$ cat config.mk
export PLATFORM = sky130hd
export DESIGN_NAME = clos_obuf
export DESIGN_NICKNAME = d
export VERILOG_FILES = /design/src/rtl/clos_obuf.sv
export SDC_FILE = /design/constraint.sdc
export NUM_CORES = 1
export LEC_CHECK = 0
export CORE_MARGIN = 4
export CORE_UTILIZATION = 30
export CTS_BUF_LIST = sky130_fd_sc_hd__clkbuf_16
export DETAILED_ROUTE_END_ITERATION = 10
export GPL_TIMING_DRIVEN = 0
export PLACE_DENSITY = 0.55
export SKIP_CTS_REPAIR_TIMING = 1
export SYNTH_ARGS = -nofsm -noshare
export SYNTH_HDL_FRONTEND = slang
export SYNTH_SLANG_ARGS = --single-unit
$ cat constraint.sdc
create_clock -name clk -period 3.3 [get_ports clk]
set_input_delay 0.33 -clock clk [delete_from_list [all_inputs] [get_ports clk]]
set_output_delay 0.33 -clock clk [all_outputs]
set_load 0.03 [all_outputs]
$ cat src/rtl/clos_obuf.sv
// Clos output-port buffer: completes the 4-phase 1-of-4 handshake from a CM
// output, decodes each token into a flit and queues it in a first-word-fall-through
// FIFO drained over valid/ready.
// Build option: define CLOS_OBUF_EOF_ACK_EN to acknowledge eof tokens on doa4
// instead of doa.
module clos_obuf #(
  parameter int unsigned DW    = 8,
  parameter int unsigned SCN   = DW / 2,
  parameter int unsigned DEPTH = 4
) (
  input  logic                clk,
  input  logic                rst,
  input  logic [SCN-1:0][3:0] di,
  input  logic                di4,
  output logic                doa,
  output logic                doa4,
  output logic [DW-1:0]       dout,
  output logic                deof,
  output logic                dvalid,
  input  logic                dready,
  output logic                err
);

  localparam int unsigned AW = $clog2(DEPTH);
  localparam int unsigned CW = $clog2(DEPTH + 1);
  localparam logic [CW-1:0] FULL = CW'(DEPTH);

  typedef enum logic [1:0] {StIdle, StAckD, StAckE} state_t;

  state_t              state_q, state_d;
  logic [SCN-1:0][3:0] di_m, sdi;
  logic                di4_m, sdi4;
  logic [SCN-1:0]      onehot, multi;
  logic [DW-1:0]       dec;
  logic                any_hi, data_done, eof_done, is_empty, proto_err;
  logic                push, pop;
  logic [DW:0]         push_word;
  logic [DW:0]         mem [DEPTH];
  logic [DW:0]         head_q, head_d;
  logic [AW-1:0]       wr_ptr_q, rd_ptr_q;
  logic [CW-1:0]       count_q, count_d;
  logic                dvalid_q, err_q;

  // Two-flop synchronizers; 1-of-4 wires are monotonic within a phase
  always_ff @(posedge clk or posedge rst) begin
    if (rst) begin
      di_m  <= '0;
      sdi   <= '0;
      di4_m <= 1'b0;
      sdi4  <= 1'b0;
    end else begin
      di_m  <= di;
      sdi   <= di_m;
      di4_m <= di4;
      sdi4  <= di4_m;
    end
  end

  // Completion detection and 1-of-4 to binary decode
  always_comb begin
    onehot = '0;
    multi  = '0;
    dec    = '0;
    for (int j = 0; j < SCN; j++) begin
      onehot[j]   = sdi[j] inside {4'b0001, 4'b0010, 4'b0100, 4'b1000};
      multi[j]    = (sdi[j] != 4'b0000) && !onehot[j];
      dec[2*j+1]  = sdi[j][2] | sdi[j][3];
      dec[2*j]    = sdi[j][1] | sdi[j][3];
    end
    any_hi    = |sdi;
    data_done = (&onehot) && !sdi4;
    eof_done  = sdi4 && !any_hi;
    is_empty  = !any_hi && !sdi4;
    proto_err = (|multi) || (sdi4 && any_hi);
  end

  // eof token carries no data; dec is all zero whenever eof_done holds
  assign push_word = {eof_done, dec};

  // Handshake FSM: accept a complete token only when the FIFO has room
  always_comb begin
    state_d = state_q;
    push    = 1'b0;
    unique case (state_q)
      StIdle: begin
        if ((data_done || eof_done) && (count_q != FULL)) begin
          push    = 1'b1;
          state_d = eof_done ? StAckE : StAckD;
        end
      end
      StAckD, StAckE: begin
        if (is_empty) state_d = StIdle;
      end
      default: state_d = StIdle;
    endcase
  end

  // FSM state register
  always_ff @(posedge clk or posedge rst) begin
    if (rst) state_q <= StIdle;
    else     state_q <= state_d;
  end

`ifdef CLOS_OBUF_EOF_ACK_EN
  assign doa  = (state_q == StAckD);
  assign doa4 = (state_q == StAckE);
`else
  assign doa  = (state_q != StIdle);
  assign doa4 = 1'b0;
`endif

  assign pop = dvalid_q && dready;

  // Next count and registered head; head follows pops and pushes into empty
  always_comb begin
    unique case ({push, pop})
      2'b10:   count_d = count_q + CW'(1);
      2'b01:   count_d = count_q - CW'(1);
      default: count_d = count_q;
    endcase
    head_d = head_q;
    if (push && (count_q == '0)) begin
      head_d = push_word;
    end else if (pop) begin
      if (count_q > CW'(1)) head_d = mem[rd_ptr_q + AW'(1)];
      else if (push)        head_d = push_word;
    end
  end

  // FIFO storage, no reset needed: contents are qualified by count
  always_ff @(posedge clk) begin
    if (push) mem[wr_ptr_q] <= push_word;
  end

  // FIFO pointers, count, head, valid and sticky error
  always_ff @(posedge clk or posedge rst) begin
    if (rst) begin
      wr_ptr_q <= '0;
      rd_ptr_q <= '0;
      count_q  <= '0;
      head_q   <= '0;
      dvalid_q <= 1'b0;
      err_q    <= 1'b0;
    end else begin
      if (push) wr_ptr_q <= wr_ptr_q + AW'(1);
      if (pop)  rd_ptr_q <= rd_ptr_q + AW'(1);
      count_q  <= count_d;
      head_q   <= head_d;
      dvalid_q <= (count_d != '0);
      err_q    <= err_q | proto_err;
    end
  end

  assign dout   = head_q[DW-1:0];
  assign deof   = head_q[DW];
  assign dvalid = dvalid_q;
  assign err    = err_q;

endmodule

# After elaboration in Yosys (flattened, before gate mapping)
# Memories as Yosys holds them, arrays and structs flattened.
# Cells that the tools add are included.
[totals]
n_memories = 1
output_inout_bits = 13
register_bits = 54
inputBits = 20
word_cells = 107
ramBits = 36
[op_classes]
muxes = 13
reduce_logical = 39
order_cmp = 1
eq_ne = 23
n_bitwise = 9
add_sub_neg = 4
[memory_table]
columns = ["name", "words", "word_bits", "rd", "rd_clocked_by_memory_dff", "write_ports", "line_no", "source"]
rows = [
  ["mem", 4, 9, 1, 0, 1, "38", "logic [DW:0] mem [DEPTH];"],
]
[op_table]
columns = ["op", "count"]
rows = [
  ["two-way mux 9 bit", 4],
  ["nonzero test 4 bit", 8],
  ["equality test 4 x 1 -> 1 bit, second input constant", 4],
  ["equality test 4 x 2 -> 1 bit, second input constant", 4],
  ["equality test 4 x 3 -> 1 bit, second input constant", 4],
  ["equality test 4 bit, second input constant", 4],
  ["OR reduction 16 bit", 1],
  ["logical AND 1 bit", 11],
  ["OR 1 bit", 9],
  ["zero test 1 bit", 6],
  ["two-way mux 2 bit", 3],
  ["one-hot mux 3 bit (2 select lines)", 1],
  ["nonzero test 3 bit", 2],
  ["adder 2 x 1 -> 2 bit, second input constant", 2],
  ["equality test 2 x 1 -> 1 bit, second input constant", 2],
  ["equality test 2 bit, second input constant", 2],
  ["two-way mux 1 bit", 4],
  ["inequality test 2 bit, second input constant", 2],
  ["one-hot mux 2 bit (2 select lines)", 1],
  ["AND reduction 2 bit", 2],
  ["AND reduction 4 bit", 1],
  ["nonzero test 2 bit", 2],
  ["OR reduction 4 bit", 1],
  ["adder 3 x 1 -> 3 bit, second input constant", 1],
  ["7 further kinds", 8],
]

# Longest topological paths before layout
# Gate-level depths: netlist of the first run.
[depth]
depth_word = 12
ltp_mapped = 13
depth_no_buf = 12

# Worst setup path before layout of the first run
# No wires, ideal clock.
[synth_path]
path_kind = "flip-flop to flip-flop"
start = "reg sdi[15] in the netlist's numbering"
end = "reg dvalid_q, in the netlist dvalid"
t_required_ns = 3.169
t_arrival_ns = 2.382
path_stages_with_launch = 12
setup_slack_ns = 0.787
setup_time_ns = 0.131
n_path_buf = 1
period_less_slack_ns = 2.513
path_cell_list = "dfrtp_1 > a211oi_1 > o22ai_1 > or2_1 > o21ai_2 > and2b_1 > buf_6 > inv_1 > ha_1 > o21bai_1 > o21ai_0 > or3_1"
[synth_via]
elab_chain_len = 11
elab_cells_between_ends = 18
classes_between = "eq/ne: 6; mux: 3; reduce/logical: 9"
[synth_lines]
columns = ["element", "line_no", "source"]
rows = [
  ["start: declaration", "31", "logic [SCN-1:0][3:0] di_m, sdi;"],
  ["start signal: assignment", "53", "sdi <= di_m;"],
  ["equality test 4 x 1 -> 1 bit (tied with other cells)", "65", "onehot[j] = sdi[j] inside {4'b0001, 4'b0010, 4'b0100, 4'b1000};"],
  ["nonzero test 4 bit", "65", ""],
  ["AND reduction 4 bit", "71", "data_done = (&onehot) && !sdi4;"],
  ["logical AND 1 bit", "71", ""],
  ["logical OR 1 bit (*)", "86", "if ((data_done || eof_done) && (count_q != FULL)) begin"],
  ["logical AND 1 bit (*)", "86", ""],
  ["two-way mux 1 bit (*)", "86", ""],
  ["two-way mux 1 bit (*)", "84", "unique case (state_q)"],
  ["named net push", "36", "logic push, pop;"],
  ["equality test 2 x 1 -> 1 bit / equality test 2 bit (equally long branches)", "116", "unique case ({push, pop})"],
  ["one-hot mux 3 bit (2 select lines) (*)", "116", ""],
  ["named net count_d[0]", "41", "logic [CW-1:0] count_q, count_d;"],
  ["nonzero test 3 bit (*)", "149", "dvalid_q <= (count_d != '0);"],
  ["end signal: assignment", "149", ""],
  ["end: declaration", "42", "logic dvalid_q, err_q;"],
]
# The timed path passes the listed nets; every way through them passes the cells marked *.
# A chain may end at the register's enable or synchronous reset.

# Worst setup path in the final report of the first run
[layout_path]
start = "reg sdi[9] in the netlist's numbering"
end = "reg dvalid_q, in the netlist dvalid"
# Same word-level chain as after synthesis.

==> impl_metrics.env, run 1 <==
export IMPL_status="finished, final reports clean"
export IMPL_seq_area_frac_synth=0.656
export IMPL_io_buffers=31
export IMPL_ys_types=46
export IMPL_drv_cap=0
export IMPL_area_delta_synth_final_pct=23.6
export IMPL_post_route_drc_count=0
export IMPL_tns_ns=0
export IMPL_synth_ff_type="dfrtp_1"
export IMPL_arrival_ns=3.16
export IMPL_crit_fanout=9
export IMPL_grt_use_total=0.108
export IMPL_insertion_delay_ns=0.33
export IMPL_synth_top_area_share=0.364
export IMPL_syn_area_um2=3710
export IMPL_finish_utilization=0.380
export IMPL_path_delay_family="simple AND/OR/NAND/NOR gates"
export IMPL_fill_cells=1175
export IMPL_vias=2179
export IMPL_dp_hpwl_um=5100
export IMPL_ys_async_sr_fraction=0.600
export IMPL_synth_edff_count=36
export IMPL_synthCells=271
export IMPL_critPathSlowestCell="nor4_2"
export IMPL_crit_path_start_kind="register"
export IMPL_cp_num_buf_inv=2
export IMPL_htree_levels=3
export IMPL_drive_gt1_frac=0.125
export IMPL_initial_core_util=0.307
export IMPL_relSlewSlack=0.554
export IMPL_cp_end_kind="register"
export IMPL_cp_cell_sequence="nor4_2 -> and4_1 -> nand2_2 -> o21ai_2 -> and2b_1 -> buf_6 -> inv_1 -> ha_1 -> o21ai_0 -> o31ai_1 -> or3_1"
export IMPL_dieArea_um2=14200
export IMPL_synth_largest_area_cell="dfrtp_1"
export IMPL_cts_buffers=9
export IMPL_cts_tree="built"
export IMPL_clk_pin_slew_worst_paths_ns=0.06
export IMPL_p_leak_nw=1.80
export IMPL_design_area_um2=4580
export IMPL_rows=40
export IMPL_finalCritPeriodShare=0.896
export IMPL_crit_start="sdi[9]"
export IMPL_die_h_um=119
export IMPL_setup_viol=0
export IMPL_avgSynthCellArea_um2=13.7
export IMPL_syn_nets=302
export IMPL_pin_count=33
export IMPL_clockRootBuffer="clkbuf_16"
export IMPL_die_w_um=119
export IMPL_drv_slew=0
export IMPL_fin_crit_ns=2.96
export IMPL_ant_nets=0
export IMPL_rsz0062_at_grt="no"
export IMPL_hold_violations=0
export IMPL_synth_area_leaders="dfrtp_1, edfxtp_1, mux4_2, ha_1, inv_1"
export IMPL_mostFrequentLayoutCells="dfrtp_1, edfxtp_1, inv_1"
export IMPL_grt_pass1_wl_um=11700
export IMPL_core_area_um2=12100
export IMPL_worst_slew_pin_slew_ns=0.670
export IMPL_post_place_ws_ns=0.354
export IMPL_synth_seq_cells=90
export IMPL_place_area_um2=4250
export IMPL_hp_start="di_m[15]"
export IMPL_drt_first_iter_violations=143
export IMPL_final_nets=345
export IMPL_grt_start_max_net_pins=33
export IMPL_clock_skew_ns=0.0107
export IMPL_antenna_found_initial=0
export IMPL_setup_worst_path_class="register to register"
export IMPL_overflow=0
export IMPL_final_common_cell="dfrtp_1"
export IMPL_worstReg2RegStart="sdi[9]"
export IMPL_required_ns=3.50
export IMPL_via_per_inst=4.47
export IMPL_routedWlPerCell_um=14.4
export IMPL_wl_um=7010
export IMPL_max_stage_delay_ns=0.47
export IMPL_place_congestion=0.814
export IMPL_first_pass_iters=4
export IMPL_hold_ws_ns=0.344
export IMPL_grt_pass1_vias=2223
export IMPL_antenna_cells=0
export IMPL_irDropWorstVdd_mv=0.237
export IMPL_fmax_mhz=338
export IMPL_setup_ws_ns=0.343
export IMPL_min_path_type="register to register"
export IMPL_cts_sinks=90
export IMPL_clock_path_buffers=2
export IMPL_yosys_warnings=0
export IMPL_power_density_nw_per_um2=563
==> final cells by class <==
type	instances	area, um2	share of cell area
clock inverters	7	110	0.0240
well taps	168	210	0.0459
inverters	31	116	0.0254
multi-input cells	141	1110	0.242
plain buffers	9	48.8	0.0106
repair buffers	32	330	0.0721
clock buffers	9	225	0.0491
flip-flops and latches	90	2430	0.531
==> synthesized netlist by cell type, drive strengths merged, types with 2 or more instances <==
cell    number
inv         31
and2         4
nor2        27
dfrtp       54
o21bai       2
mux4         9
xnor2        3
buf          6
ha          11
o21ai        5
nor4         5
a21oi       20
a211oi       9
nand3        2
nand2b       2
o31ai        3
o221ai       9
a211o        2
nand2        9
edfxtp      36
clkbuf       3
o22ai        3
==> flip-flops by register name, indices dropped and copies added, names as in the netlist <==
| register | flops |
|---|---|
| state_q | 2 |
| err | 1 |
| count_q | 3 |
| wr_ptr_q | 2 |
| di_m | 16 |
| mem | 36 |
| di4_m | 1 |
| rd_ptr_q | 2 |
| head_q | 9 |
| dvalid | 1 |
| sdi | 16 |
| sdi4 | 1 |
==> power by group <==
part | total [mW] | internal (mW) | switching (mW) | leakage [nW]
clock | 1.13 | 0.733 | 0.394 | 0.170
sequential | 1.23 | 1.20 | 0.0296 | 0.939
combinational | 0.219 | 0.0937 | 0.125 | 0.688
==> final timing paths <==
check                            end  cells after the start  slack (ns)
hold / removal               sdi[15]                      0        0.34
setup / recovery              dvalid                     11        0.34
setup reg to reg              dvalid                     11        0.34
max in group asynchronous  head_q[6]                      3        2.42
hold reg to reg              sdi[15]                      0        0.34
min in group asynchronous    di_m[7]                      2        0.36
==> routing by layer <==
layer  track usage  share of wire  up-vias
met5             0              0        -
met4        0.0348         0.0090        0
met3        0.0332          0.044        5
met2         0.171           0.50       41
met1         0.141           0.44     1075
li1              -              -     1058
==> per-stage QoR <==
stage,total power [mW],instances
3_5_place_dp,1.48,471
4_1_cts,2.61,487
3_3_place_gp,1.47,470
2_1_floorplan,1.39,271
6_report,2.58,487
5_1_grt,2.69,487
==> cells by family (layout without fill, tap and decap cells) <==
| family | after synthesis | in the layout | share of synthesized area |
|---|---|---|---|
| compound gates | 58 | 58 | 0.109 |
| xor+xnor | 3 | 3 | 0.00709 |
| fa+ha+maj | 11 | 11 | 0.0371 |
| buf+inv | 40 | 88 | 0.0445 |
| flops | 90 | 90 | 0.656 |
| mux | 11 | 11 | 0.0614 |
| other cells | 1 | 1 | 0.00101 |
| simple gates | 57 | 57 | 0.0844 |
(Power assumes the default switching activity.)
==> run 2: changes to the inputs <==
CELL_PAD_IN_SITES_DETAIL_PLACEMENT = 0   (was unset)
CELL_PAD_IN_SITES_GLOBAL_PLACEMENT = 1   (was unset)
CORE_UTILIZATION = 47   (was 30)
PLACE_DENSITY = 0.87   (was 0.55)
==> impl_metrics.env, run 2 (same netlist as run 1, synthesis figures left out) <==
export IMPL_cp_cell_sequence="nor4_2 -> and4_1 -> nand2_2 -> o21ai_2 -> and2b_1 -> buf_6 -> inv_1 -> ha_1 -> o21bai_1 -> o21ai_0 -> or3_1"
export IMPL_clock_path_buffers=2
export IMPL_htree_levels=3
export IMPL_die_w_um=96.8
export IMPL_antenna_found_initial=0
export IMPL_wl_um=6760
export IMPL_reg2regPathDepth=11
export IMPL_insertion_delay_ns=0.33
export IMPL_irDropWorstVdd_mv=0.318
export IMPL_grt_start_max_net_pins=31
export IMPL_io_buffers=31
export IMPL_fin_crit_ns=2.92
export IMPL_drive_gt1_frac=0.132
export IMPL_crit_start="sdi[5]"
export IMPL_crit_path_start_kind="register"
export IMPL_worstReg2RegStart="sdi[5]"
export IMPL_critical_path_depth=11
export IMPL_vias=2241
export IMPL_place_congestion=0.750
export IMPL_route_met3_wl_um=351
export IMPL_dp_hpwl_um=4810
export IMPL_dr_max_layer_used="met4"
export IMPL_ant_nets=0
export IMPL_r2r_setup_slack_ns=0.38
export IMPL_hold_violations=0
export IMPL_rows=32
export IMPL_largestRegisters="mem: 36 flops, di_m: 16 flops, sdi: 16 flops"
export IMPL_wl_met1_um=2900
export IMPL_cp_end_kind="register"
export IMPL_rsz0062_at_grt="no"
export IMPL_largest_register="mem"
export IMPL_max_stage_delay_ns=0.45
export IMPL_mostFrequentLayoutCells="dfrtp_1, edfxtp_1, inv_1, clkdlybuf4s50_1, nor2_1"
export IMPL_cts_sinks=90
export IMPL_grt_pass1_wl_um=11100
export IMPL_power_density_nw_per_um2=543
export IMPL_critPathSlowestCell="nor4_2"
export IMPL_required_ns=3.51
export IMPL_cp_num_buf_inv=2
export IMPL_worst_slew_pin_slew_ns=0.593
export IMPL_tns_ns=0
export IMPL_grt_pass1_vias=2198
export IMPL_fmax_mhz=343
export IMPL_setup_worst_path_class="register to register"
export IMPL_pin_count=33
export IMPL_reg2reg_to="dvalid"
export IMPL_final_nets=345
export IMPL_clockRootBuffer="clkbuf_16"
export IMPL_finalCritPeriodShare=0.884
export IMPL_cts_buffers=9
export IMPL_post_place_ws_ns=0.389
export IMPL_first_pass_iters=5
export IMPL_crit_end="dvalid"
export IMPL_overflow=0
export IMPL_path_delay_family="simple AND/OR/NAND/NOR gates"
export IMPL_setup_viol=0
export IMPL_grt_use_total=0.150
export IMPL_dieArea_um2=9380
export IMPL_setup_ws_ns=0.382
export IMPL_clock_skew_ns=0.00684
export IMPL_routedWlPerCell_um=16.0
export IMPL_arrival_ns=3.13
export IMPL_drv_cap=0
export IMPL_fill_cells=633
export IMPL_core_area_um2=7690
export IMPL_area_delta_synth_final_pct=20.1
export IMPL_wl_met2_um=3410
export IMPL_antenna_cells=0
export IMPL_status="finished, final reports clean"
export IMPL_final_common_cell="dfrtp_1"
export IMPL_crit_fanout=9
export IMPL_cts_tree="built"
export IMPL_clk_pin_slew_worst_paths_ns=0.06
export IMPL_drv_slew=0
export IMPL_p_leak_nw=1.77
export IMPL_drt_first_iter_violations=161
export IMPL_initial_core_util=0.482
export IMPL_post_route_drc_count=0
export IMPL_relSlewSlack=0.605
export IMPL_die_h_um=96.8
export IMPL_min_path_type="input pin to async pin"
export IMPL_via_per_inst=5.32
export IMPL_largest_register_ffs=36
run 2: cell count changes in the layout (fill, tap and decap cells not counted), sizes merged:
cell / previous run / this run
bufinv: 3 / 0
inv: 33 / 35
clkbuf: 12 / 13
clkinvlp: 0 / 1
clkinv: 2 / 1
run 2: per-stage QoR:
stage | hold slack [ns] | area [um2] | utilization | cells | total power, mW
finish | 0.348 | 4460 | 0.580 | 421 | 2.42
global route | 0.353 | 4460 | 0.580 | 421 | 2.52
CTS | 0.350 | 4460 | 0.580 | 421 | 2.45
detailed placement | 0.336 | 4170 | 0.542 | 405 | 1.48
global placement | 0.332 | 4150 | 0.539 | 404 | 1.47
floorplan | 0.331 | 3710 | - | 271 | 1.39
run 2: how the worst min path moves through the flow:
| stage | start | endpoint | depth (start not counted) |
|---|---|---|---|
| final | rst | di_m[2] | 2 |
| after global routing | di_m[6] | sdi[6] | 0 |
| after CTS | di_m[14] | sdi[14] | 0 |
| after detailed placement | di_m[14] | sdi[14] | 0 |
| after global placement | di_m[5] | sdi[5] | 0 |
| after floorplan | di4_m | sdi4 | 0 |
run 2: routing by layer:
metal | track usage | vias to the layer above
li1 | - | 1055
met1 | 0.196 | 1111
met2 | 0.245 | 67
met3 | 0.0303 | 8
met4 | 0.0648 | 0
met5 | 0 | -
run 2: layout make-up:
cell class,instances,area (um2),share of cell area
buffer,9,48.8,0.0110
clock buffer,10,250,0.0562
clock inverter,6,38.8,0.00871
inverter,31,116,0.0261
multi-input combinational,141,1110,0.249
sequential,90,2430,0.546
tap,102,128,0.0286
timing repair buffer,32,330,0.0741
run 2: where the power goes:
part | total [mW] | leakage [nW] | internal [mW] | switching [mW]
clock network | 0.967 | 0.146 | 0.555 | 0.412
registers | 1.23 | 0.939 | 1.20 | 0.0286
logic | 0.220 | 0.688 | 0.0938 | 0.126
total | 2.42 | 1.77 | 1.85 | 0.567
run 2: worst register-to-register path, delay by kind of cell, from the launching register on:
kind                     cells  cell delay [ns]
AND/OR/NAND/NOR              5             1.46
adder cells (fa/ha/maj)      1             0.36
AO/OA/AOI/OAI                3             0.35
flip-flops                   1             0.41
buffers and inverters        2             0.20
==> run 3: changes to the inputs <==
CORE_MARGIN = 1   (was 4)
SLEW_MARGIN = 20   (was unset)
==> impl_metrics.env, run 3 (same netlist as run 1, synthesis figures left out) <==
export IMPL_critPathSlowestCell="nor4_2"
export IMPL_largest_register="mem"
export IMPL_drive_gt1_frac=0.135
export IMPL_design_area_um2=4470
export IMPL_drv_slew=0
export IMPL_drt_first_iter_violations=141
export IMPL_relSlewSlack=0.590
export IMPL_min_to="sdi[13]"
export IMPL_via_per_inst=5.26
export IMPL_finish_utilization=0.582
export IMPL_post_place_ws_ns=0.431
export IMPL_crit_fanout=9
export IMPL_rows=32
export IMPL_pin_count=33
export IMPL_grt_pass1_vias=2283
export IMPL_antenna_cells=0
export IMPL_overflow=0
export IMPL_place_congestion=0.737
export IMPL_mostFrequentLayoutCells="dfrtp_1, edfxtp_1, clkdlybuf4s50_1"
export IMPL_setup_viol=0
export IMPL_hold_ws_ns=0.344
export IMPL_post_route_drc_count=0
export IMPL_final_seq_area_um2=2430
export IMPL_drv_cap=0
export IMPL_dieArea_um2=8250
export IMPL_htree_levels=3
export IMPL_r2r_setup_slack_ns=0.42
export IMPL_cp_cell_sequence="nor4_2 -> and4_1 -> nand2_2 -> o21ai_2 -> and2b_1 -> buf_6 -> inv_1 -> ha_1 -> o21bai_1 -> o21ai_0 -> or3_1"
export IMPL_route_met3_wl_um=283
export IMPL_initial_core_util=0.482
export IMPL_min_path_type="register to register"
export IMPL_tns_ns=0
export IMPL_p_leak_nw=1.78
export IMPL_place_area_um2=4170
export IMPL_clock_skew_ns=0.00546
export IMPL_dpl_cell_count=405
export IMPL_io_buffers=31
export IMPL_hold_path_depth=0
export IMPL_max_stage_delay_ns=0.44
export IMPL_worst_slew_pin_slew_ns=0.616
export IMPL_power_density_nw_per_um2=551
export IMPL_crit_path_start_kind="register"
export IMPL_grt_start_max_net_pins=32
export IMPL_hold_violations=0
export IMPL_setup_worst_path_class="register to register"
export IMPL_clockRootBuffer="clkbuf_16"
export IMPL_core_area_um2=7690
export IMPL_die_w_um=90.8
export IMPL_finalNonFillerCells=421
export IMPL_setup_ws_ns=0.417
export IMPL_finalCritPeriodShare=0.874
export IMPL_die_h_um=90.8
export IMPL_vias=2216
export IMPL_wl_um=6580
export IMPL_cp_end_kind="register"
export IMPL_grt_pass1_wl_um=11300
export IMPL_worstReg2RegStart="sdi[5]"
export IMPL_fin_crit_ns=2.88
export IMPL_reg2regPathDepth=11
export IMPL_insertion_delay_ns=0.33
export IMPL_wl_met1_um=2920
export IMPL_multiInputGateArea_um2=1110
export IMPL_power_mw=2.47
export IMPL_clk_pin_slew_worst_paths_ns=0.06
export IMPL_final_common_cell="dfrtp_1"
export IMPL_cts_sinks=90
export IMPL_largest_register_ffs=36
export IMPL_area_delta_synth_final_pct=20.6
export IMPL_fmax_mhz=347
export IMPL_grt_use_total=0.183
export IMPL_cts_tree="built"
export IMPL_antenna_found_initial=0
export IMPL_arrival_ns=3.09
export IMPL_required_ns=3.50
export IMPL_cts_buffers=9
export IMPL_dp_hpwl_um=4600
export IMPL_wl_met2_um=3240
export IMPL_first_pass_iters=4
export IMPL_irDropWorstVdd_mv=0.331
export IMPL_largestRegisters="mem: 36 flops, di_m: 16 flops, sdi: 16 flops"
export IMPL_fill_cells=638
export IMPL_reg2reg_to="dvalid"
export IMPL_hp_start="di_m[13]"
export IMPL_final_nets=345
export IMPL_rsz0062_at_grt="no"
export IMPL_routedWlPerCell_um=15.6
export IMPL_clock_path_buffers=2
export IMPL_status="finished, final reports clean"
export IMPL_dr_max_layer_used="met4"
export IMPL_ant_nets=0
[run 3: cell types whose count changed in the layout (fill, tap and decap cells not counted), sizes merged]
cell / change
clkbuf: +1
inv: -2
clkinv: +2
clkinvlp: -1
[run 3: final cells by class]
| class | count | area share |
|---|---|---|
| repair buffers | 32 | 0.0739 |
| well taps | 102 | 0.0285 |
| plain buffers | 9 | 0.0109 |
| flip-flops and latches | 90 | 0.544 |
| clock buffers | 11 | 0.0616 |
| inverters | 31 | 0.0260 |
| clock inverters | 5 | 0.00672 |
| multi-input cells | 141 | 0.248 |
[run 3: where the power goes]
group          switching, mW  total, mW  leakage (nW)  internal (mW)
sequential            0.0288       1.23         0.939           1.20
combinational          0.126      0.220         0.688         0.0944
clock                  0.411       1.01         0.156          0.601
[run 3: how the worst max path moves through the flow]
stage | startpoint | to | slack (ns) | cells after the start
final | sdi[5] | dvalid | 0.42 | 11
after global routing | sdi[5] | dvalid | 0.14 | 11
after CTS | sdi[5] | dvalid | 0.43 | 11
after detailed placement | sdi[5] | dvalid | 0.43 | 11
after global placement | sdi[5] | dvalid | 0.45 | 11
after floorplan | sdi[15] | dvalid | 0.79 | 11
[run 3: worst max-delay path, delay by kind of cell (launching register included)]
family,cells,cell delay (ns)
AO/OA/AOI/OAI,3,0.34
AND/OR/NAND/NOR,5,1.44
buffers and inverters,2,0.20
adder cells (fa/ha/maj),1,0.36
flip-flops,1,0.42
[run 3: routing by layer]
layer / vias up / global-route usage
met5: - / 0
met4: 0 / 0.0767
met3: 12 / 0.0455
met2: 63 / 0.289
met1: 1084 / 0.242
li1: 1057 / -
